--- src/rtl/mio_arbiter.sv ---
// mio_arbiter
// Two-port round-robin arbiter in front of a single memory port with wait
// states and a bounded wait. Port 0 is the CPU, port 1 is debug/DMA.
// Each transaction walks IDLE -> ACCESS -> DONE, so at most one completes
// every three cycles.
//
// Ports:
//   clk, rst               clock and synchronous active-high reset
//   req0/req1              access requests
//   we0/we1                1 = write, 0 = read, sampled with req
//   addr0/addr1            byte address per port
//   wdata0/wdata1          write data per port
//   gnt                    one-hot grant, held through ACCESS and DONE
//   ack                    one-cycle completion pulse per port
//   err                    1 = last completion was a timeout (held)
//   rdata                  read data from the last successful read (held)
//   mem_req/mem_w          memory strobe and write enable
//   mem_addr/mem_wdata     latched address and write data
//   mem_rdata/mem_ready    memory read data and completion
//   state                  IDLE=0, ACCESS=1, DONE=2
module mio_arbiter #(
  parameter logic [7:0] TIMEOUT = 8'd255
) (
  input  logic        clk,
  input  logic        rst,
  input  logic        req0,
  input  logic        req1,
  input  logic        we0,
  input  logic        we1,
  input  logic [31:0] addr0,
  input  logic [31:0] addr1,
  input  logic [31:0] wdata0,
  input  logic [31:0] wdata1,
  output logic [1:0]  gnt,
  output logic [1:0]  ack,
  output logic        err,
  output logic [31:0] rdata,
  output logic        mem_req,
  output logic        mem_w,
  output logic [31:0] mem_addr,
  output logic [31:0] mem_wdata,
  input  logic [31:0] mem_rdata,
  input  logic        mem_ready,
  output logic [1:0]  state
);

  typedef enum logic [1:0] {
    IDLE   = 2'd0,
    ACCESS = 2'd1,
    DONE   = 2'd2
  } state_t;

  state_t      r_state;
  logic [1:0]  r_gnt;
  logic [1:0]  r_ack;
  logic        r_err;
  logic [31:0] r_rdata;
  logic        r_memReq;
  logic        r_memW;
  logic [31:0] r_memAddr;
  logic [31:0] r_memWdata;
  logic [7:0]  r_cnt;
  logic        r_lastGrant;

  logic        w_anyReq;
  logic        w_pick;

  // Winner selection: on a tie the port that did not win last time goes
  // next; a lone requester always wins. w_pick is the winning port index.
  always_comb begin
    w_anyReq = req0 | req1;
    if (req0 && req1) begin
      w_pick = ~r_lastGrant;
    end else begin
      w_pick = req1;
    end
  end

  // Main FSM. All outputs are registered. The grant register doubles as the
  // one-hot winner, so ack is loaded straight from it on completion and the
  // last-grant index is its bit 1. The wait counter compares before it
  // increments, so TIMEOUT=N gives N+1 ACCESS cycles before aborting, and
  // mem_ready is tested first so it wins over a same-cycle timeout.
  always_ff @(posedge clk) begin
    if (rst) begin
      r_state     <= IDLE;
      r_gnt       <= 2'b00;
      r_ack       <= 2'b00;
      r_err       <= 1'b0;
      r_rdata     <= 32'd0;
      r_memReq    <= 1'b0;
      r_memW      <= 1'b0;
      r_memAddr   <= 32'd0;
      r_memWdata  <= 32'd0;
      r_cnt       <= 8'd0;
      r_lastGrant <= 1'b1;
    end else begin
      case (r_state)
        IDLE: begin
          r_ack <= 2'b00;
          if (w_anyReq) begin
            r_state    <= ACCESS;
            r_gnt      <= w_pick ? 2'b10 : 2'b01;
            r_memReq   <= 1'b1;
            r_memW     <= w_pick ? we1 : we0;
            r_memAddr  <= w_pick ? addr1 : addr0;
            r_memWdata <= w_pick ? wdata1 : wdata0;
            r_cnt      <= 8'd0;
          end else begin
            r_gnt    <= 2'b00;
            r_memReq <= 1'b0;
          end
        end
        ACCESS: begin
          if (mem_ready) begin
            r_state  <= DONE;
            r_memReq <= 1'b0;
            r_memW   <= 1'b0;
            r_ack    <= r_gnt;
            r_err    <= 1'b0;
            if (!r_memW) begin
              r_rdata <= mem_rdata;
            end
          end else if (r_cnt == TIMEOUT) begin
            r_state  <= DONE;
            r_memReq <= 1'b0;
            r_memW   <= 1'b0;
            r_ack    <= r_gnt;
            r_err    <= 1'b1;
          end else begin
            r_cnt <= r_cnt + 8'd1;
          end
        end
        DONE: begin
          r_state     <= IDLE;
          r_ack       <= 2'b00;
          r_gnt       <= 2'b00;
          r_lastGrant <= r_gnt[1];
        end
        default: begin
          r_state  <= IDLE;
          r_ack    <= 2'b00;
          r_gnt    <= 2'b00;
          r_memReq <= 1'b0;
          r_memW   <= 1'b0;
        end
      endcase
    end
  end

  assign gnt       = r_gnt;
  assign ack       = r_ack;
  assign err       = r_err;
  assign rdata     = r_rdata;
  assign mem_req   = r_memReq;
  assign mem_w     = r_memW;
  assign mem_addr  = r_memAddr;
  assign mem_wdata = r_memWdata;
  assign state     = r_state;

endmodule

--- config.mk ---
export PLATFORM = sky130hd
export DESIGN_NAME = mio_arbiter
export DESIGN_NICKNAME = d
export VERILOG_FILES = /design/src/rtl/mio_arbiter.sv
export SDC_FILE = /design/constraint.sdc
export NUM_CORES = 1
export LEC_CHECK = 0
export CORE_MARGIN = 2
export CORE_UTILIZATION = 41
export CTS_CLUSTER_SIZE = 25
export DETAILED_ROUTE_END_ITERATION = 6
export GPL_ROUTABILITY_DRIVEN = 0
export PLACE_DENSITY_LB_ADDON = 0.12
export SLEW_MARGIN = 25
export SYNTH_ARGS = -nofsm -noshare
export SYNTH_HDL_FRONTEND = slang
export SYNTH_SLANG_ARGS = --single-unit
--- constraint.sdc ---
create_clock -name clk -period 4 [get_ports clk]
set_clock_uncertainty 0.1 [all_clocks]
set_input_delay 0.8 -clock clk [delete_from_list [all_inputs] [get_ports clk]]
set_output_delay 0.8 -clock clk [all_outputs]
set_load 0.05 [all_outputs]
Word level (Yosys, flattened, before mapping). Index checks and enable logic that the tools add are counted.

Word-level logic and storage cells: 61. Bits in registers: 114. Bits of input ports: 167. Output and inout port bits: 105.

Bitwise gates (word level): 5. Add/subtract/negate cells: 1. Equal/unequal tests: 7. Reductions and logical operators: 12. Multiplexer cells: 25.

Operators with widths (count): 32-bit two-way mux (2); 8-bit two-way mux (3); 8-bit one-hot mux with 2 select lines (1); 2-bit two-way mux (7); 8-bit by 1-bit adder with 8-bit output, second input constant (1); 8-bit == test, second input constant (1); 1-bit two-way mux (8); 2-bit one-hot mux with 2 select lines (2); 2-bit AND reduction (4); 2-bit inequality test, second input constant (3); 1-bit one-hot mux with 3 select lines (2); 3-bit AND reduction (2); 1-bit NOT (4); 4-bit AND reduction (1); 2-bit nonzero test (2); 3-bit inequality test, second input constant (1); 2-bit by 1-bit == test with 1-bit output, second input constant (1); 2-bit == test, second input constant (1); 2-bit logical NOT (1); 2-bit OR reduction (1); 1-bit logical AND (1); 1-bit bitwise OR (1).

Logic depth before layout (Yosys ltp).
Depth in word-level cells: 5. Depth in mapped cells: 7. Gate-level depth less buffers: 5.

Worst setup path before layout. OpenSTA, ideal clock, no wires.

Path type: input port to flip-flop. From: input rst. To: register r_cnt[5]. Setup slack: 1.838 ns. Cell stages on the path: 6. Library setup time: 0.080 ns. Buffers on the path: 2. Arrival time: 1.982 ns. Data required time: 3.820 ns. Cells stage by stage: buf_2 or3b_1 buf_2 nor2_1 or4b_1 o211ai_1.

RTL lines: from (decl) (RTL line 25) `input logic rst,`; to (signal assigned) (RTL line 131) `r_cnt <= r_cnt + 8'd1;`; to (decl) (RTL line 62) `logic [7:0] r_cnt;`.

Worst setup path in the final report.
From: register r_state[0], in the netlist state[0]. To: output state[0].

RTL lines: from (decl) (RTL line 53) `state_t r_state;`; from (signal assigned) (RTL line 86) `r_state <= IDLE;`; from (signal assigned) (RTL line 102) `r_state <= ACCESS;`; from (signal assigned) (RTL line 116) `r_state <= DONE;`; to (decl) (RTL line 44) `output logic [1:0] state`.

No word-level cell between the ends.

==> summary by stage <==
Status
The flow ran to the end, and the final reports show no timing, DRC or antenna violations.

Synthesis
The synthesis-stage register bit count is 114. Of the synthesized area, sequential elements account for 0.479. The count of synthesis-stage warnings from yosys is 0. Averaged over all synthesized cells, the footprint is 8.96 um^2. Counting every net in the synthesized netlist gives 700. The total standard cell area after synthesis is 4770 um^2. The cell count after synthesis came out at 532.

The number of different library cells used by synthesis comes to 36.

Critical path
In this run the critical register-to-register path is captured at r_cnt[2]$_SDFFE_PP0P_. The worst setup path is captured at an output pin. The number of cells on the worst reg-to-reg path is 3. The worst register-to-register path begins at state[0]$_SDFFE_PP0P_. The highest net fanout along the worst path is 18.

The worst endpoint required time is 3.10 ns. The critical path's top delay family is buffers and inverters. In this design, the stage delay of the slowest critical-path cell is 0.92 ns. The internal reg-to-reg setup slack is 1.87 ns. The startpoint type of the worst setup path is a flip-flop. Together, buffers and inverters on the worst path number 1. The largest individual stage delay along the critical path comes from the cell sky130_fd_sc_hd__clkdlybuf4s50_1. The critical path data arrival time is 2.06 ns.

In this run the number of cells on the critical path is 1. Walking the worst path, the cells encountered are clkdlybuf4s50_1. The critical path is of the flip-flop to output pin type.

STA
The final critical delay including setup and external delays is 2.96 ns. The tightest hold path in the finished design has a slack of 0.352 ns. Setup repair after global routing left no endpoint under its margin. The max-slew violation count is 0. The ratio of final minimum period to clock period is 0.741.

The number of hold-slack violations in the final timing report was 0. Setup total negative slack on the finished layout was measured at 0 ns. Headroom to the max-slew limit came out at 0.435. Setup violations remaining at the end of the flow were counted as 0. The worst path meets setup with 1.04 ns of slack. At the pin with the least slew margin, the transition time is 0.840 ns. The top achievable clock speed is 338 MHz.

Final layout
The count of nets after finishing is 959. The fraction of final layout cells with drive strength greater than 1 is 0.0560. The repair_antennas step left the layout with diodes totalling 0.

The final design area excluding fillers is 8130 um^2. Fill cells in the final layout number 855. The area growth from synthesis to layout is 70.6%.

Hold path
The number of cells traversed by the worst hold path is 2. The tightest min-delay check is of the flip-flop to flip-flop type. The path with the worst hold slack has its endpoint at rdata[22]$_SDFFE_PP0P_. The critical hold path startpoint is rdata[22]$_SDFFE_PP0P_.

Clock tree
The post-CTS resize count is 0. The H-tree was split into 4 levels. After clock tree synthesis, the clock-pin slew on the worst setup and hold paths is 0.05 ns. The post-CTS repair timing setup buffer count is 0. The later-pin clock latency in the skew report is 0.41 ns. The number of buffers added to fix hold violations after cts is 0.

The clock root buffer is sky130_fd_sc_hd__clkbuf_16. The number of clock sinks seen by CTS is 114. TritonCTS built the clock tree. Buffers inserted during clock tree synthesis total 17. In this run the deepest clock path goes through 2 buffers.

Power and ir drop
Summed over all cells, the static leakage comes to 3.01 nW. After layout, the design draws a total of 0.00366 W. The cell area power density is 450 nW/um^2. The maximum vdd drop is 318 uV.

Place
At the placement stage, the worst setup path has a slack of 1.11 ns. Input and output buffers added on the ports amount to 271. After detailed placement, the total cell area comes to 7580 um^2. The placed wire-length estimate after detailed placement is 11,400 um.

Global route
For this run the aggregate overflow at the end of global routing stands at 0. In the global route stage, overall resource usage came out at 0.249. The initial antenna violation count is 0. The number of global-route vias before repair was 4,955.

The wire length of the first global-routing pass is 24,500 um. Entering global routing, the biggest net connects 129 pins.

Route
The iteration count of the initial detailed-routing pass is 5. After detailed routing, the number of vias per cell comes to 5.13. The final layout contains routed wiring with a total length of 15,600 um.

The number of DRC markers in iteration 0 is 261. The number of design rule violations left after detail routing is 0. The total number of vias is 4,857. The final routed wire length divided by cell count is 16.5 um.

The number of nets with antenna violations after routing is 0.

Die
The top-level I/O count is 272. In this run the standard cell core region covers 11,400 um^2. The floorplan has 39 rows. The initial standard-cell utilization of the core is 0.419.

The die covers 12,500 um^2. From left edge to right edge, the die measures 112 um. The height of the die is 112 um.

Job
The number of max-cap violations is 0.
==> cell families after synthesis <==
kind of cell | count (synthesis) | synth area share
and+or+nand+nor | 170 | 0.151
AOI/OAI and AO/OA | 125 | 0.174
DFF | 114 | 0.479
muxes | 68 | 0.143
buffers and inverters | 54 | 0.0512
adders and majority gates | 1 | 0.00262
==> worst max-delay path by stage <==
stage	startpoint	endpoint
floorplan	rst	r_cnt[5]$_SDFFE_PP0P_
global placement	req1	mem_addr[22]$_SDFFE_PP0P_
detailed placement	req1	mem_wdata[11]$_SDFFE_PP0P_
CTS	state[0]$_SDFFE_PP0P_	state[0]
global route	state[0]$_SDFFE_PP0P_	state[0]
finish	state[0]$_SDFFE_PP0P_	state[0]
==> per-layer routing <==
layer	wire (um)	vias to the layer above	share of wire	GRT usage
met2	8170	193	0.52	0.447
li1	-	2398	-	-
met1	5750	2242	0.37	0.256
met5	0	-	0	0
met3	1350	24	0.087	0.112
met4	313	0	0.020	0.0872
==> cell type report <==
| type | count | area [um^2] | area share |
|---|---|---|---|
| Clock buffer | 28 | 537 | 0.0660 |
| Clock inverter | 4 | 20.0 | 0.00246 |
| Inverter | 11 | 41.3 | 0.00508 |
| Multi-Input combinational cell | 364 | 2260 | 0.278 |
| Sequential cell | 114 | 2280 | 0.281 |
| Tap cell | 143 | 179 | 0.0220 |
| Timing Repair Buffer | 283 | 2810 | 0.346 |
==> state kept, by name, indices dropped and copies added, names as in the netlist <==
signal	cells
state	2
mem_addr	32
mem_wdata	32
mem_w	1
rdata	32
gnt	2
ack	2
r_lastGrant	1
mem_req	1
r_cnt	8
err	1
==> worst min-delay path, delay by kind of cell (launching register included) <==
| family | cells | cell delay (ns) |
|---|---|---|
| AOI/OAI and AO/OA | 1 | 0.05 |
| and+or+nand+nor | 1 | 0.05 |
| DFF | 1 | 0.30 |
==> metrics by stage <==
stage	util	instances
2_1_floorplan	-	532
3_3_place_gp	0.666	915
3_5_place_dp	0.666	915
4_1_cts	0.715	947
5_1_grt	0.715	947
6_report	0.715	947
==> cell usage after synthesis <==
cell type / instances / area share
sky130_fd_sc_hd__dfxtp_1: 114 / 0.48
sky130_fd_sc_hd__a211oi_1: 65 / 0.10
sky130_fd_sc_hd__nor2_1: 72 / 0.057
sky130_fd_sc_hd__a21boi_2: 1 / 0.0024
sky130_fd_sc_hd__or4_1: 2 / 0.0031
sky130_fd_sc_hd__or3b_1: 1 / 0.0018
sky130_fd_sc_hd__o32a_1: 1 / 0.0021
sky130_fd_sc_hd__o211ai_1: 5 / 0.0079
sky130_fd_sc_hd__nor3_1: 5 / 0.0052
sky130_fd_sc_hd__and2b_1: 1 / 0.0016
sky130_fd_sc_hd__inv_1: 11 / 0.0087
sky130_fd_sc_hd__ha_1: 1 / 0.0026
sky130_fd_sc_hd__o31ai_1: 1 / 0.0016
sky130_fd_sc_hd__nand2b_1: 1 / 0.0013
sky130_fd_sc_hd__a31oi_1: 6 / 0.0079
sky130_fd_sc_hd__o21ai_0: 4 / 0.0042
sky130_fd_sc_hd__o21bai_1: 1 / 0.0016
sky130_fd_sc_hd__and4_1: 1 / 0.0018
sky130_fd_sc_hd__or3_1: 3 / 0.0039
sky130_fd_sc_hd__o21a_1: 1 / 0.0016
sky130_fd_sc_hd__nor3b_1: 1 / 0.0016
sky130_fd_sc_hd__o311ai_0: 1 / 0.0018
sky130_fd_sc_hd__nand2_1: 70 / 0.055
sky130_fd_sc_hd__nor2b_1: 1 / 0.0013
sky130_fd_sc_hd__and3_1: 4 / 0.0052
sky130_fd_sc_hd__buf_6: 1 / 0.0024
sky130_fd_sc_hd__or4b_4: 1 / 0.0029
sky130_fd_sc_hd__nand3_1: 5 / 0.0052
sky130_fd_sc_hd__a21oi_1: 38 / 0.040
sky130_fd_sc_hd__or4b_1: 1 / 0.0021
sky130_fd_sc_hd__nand3b_1: 1 / 0.0016
sky130_fd_sc_hd__buf_2: 15 / 0.016
sky130_fd_sc_hd__clkbuf_1: 23 / 0.018
sky130_fd_sc_hd__o21ai_1: 1 / 0.0010
sky130_fd_sc_hd__buf_4: 4 / 0.0063
sky130_fd_sc_hd__mux2i_1: 68 / 0.14
==> power breakdown <==
part	total [W]	leakage, nW	switching (W)	internal (W)
sequential	0.00129	0.939	0.0000567	0.00123
combinational	0.000984	1.80	0.000580	0.000404
clock	0.00138	0.280	0.000483	0.000901
total	0.00366	3.01	0.00112	0.00254
==> cells in the final DEF, fill, tap and decap left out, types with 2 or more instances in the layout <==
cell / n
sky130_fd_sc_hd__a21oi_1: 38
sky130_fd_sc_hd__and3_1: 4
sky130_fd_sc_hd__nor2_1: 71
sky130_fd_sc_hd__nor3_1: 5
sky130_fd_sc_hd__inv_1: 11
sky130_fd_sc_hd__clkdlybuf4s50_1: 270
sky130_fd_sc_hd__dfxtp_1: 114
sky130_fd_sc_hd__nand2_1: 70
sky130_fd_sc_hd__clkbuf_1: 4
sky130_fd_sc_hd__o211ai_1: 5
sky130_fd_sc_hd__clkbuf_16: 17
sky130_fd_sc_hd__a211oi_1: 65
sky130_fd_sc_hd__or3_1: 3
sky130_fd_sc_hd__nand3_1: 5
sky130_fd_sc_hd__clkinv_2: 4
sky130_fd_sc_hd__clkbuf_8: 7
sky130_fd_sc_hd__buf_4: 12
sky130_fd_sc_hd__mux2i_1: 68
sky130_fd_sc_hd__a31oi_1: 6
sky130_fd_sc_hd__or4_1: 2
sky130_fd_sc_hd__o21ai_0: 4
Power figures use the tool's default switching activity.
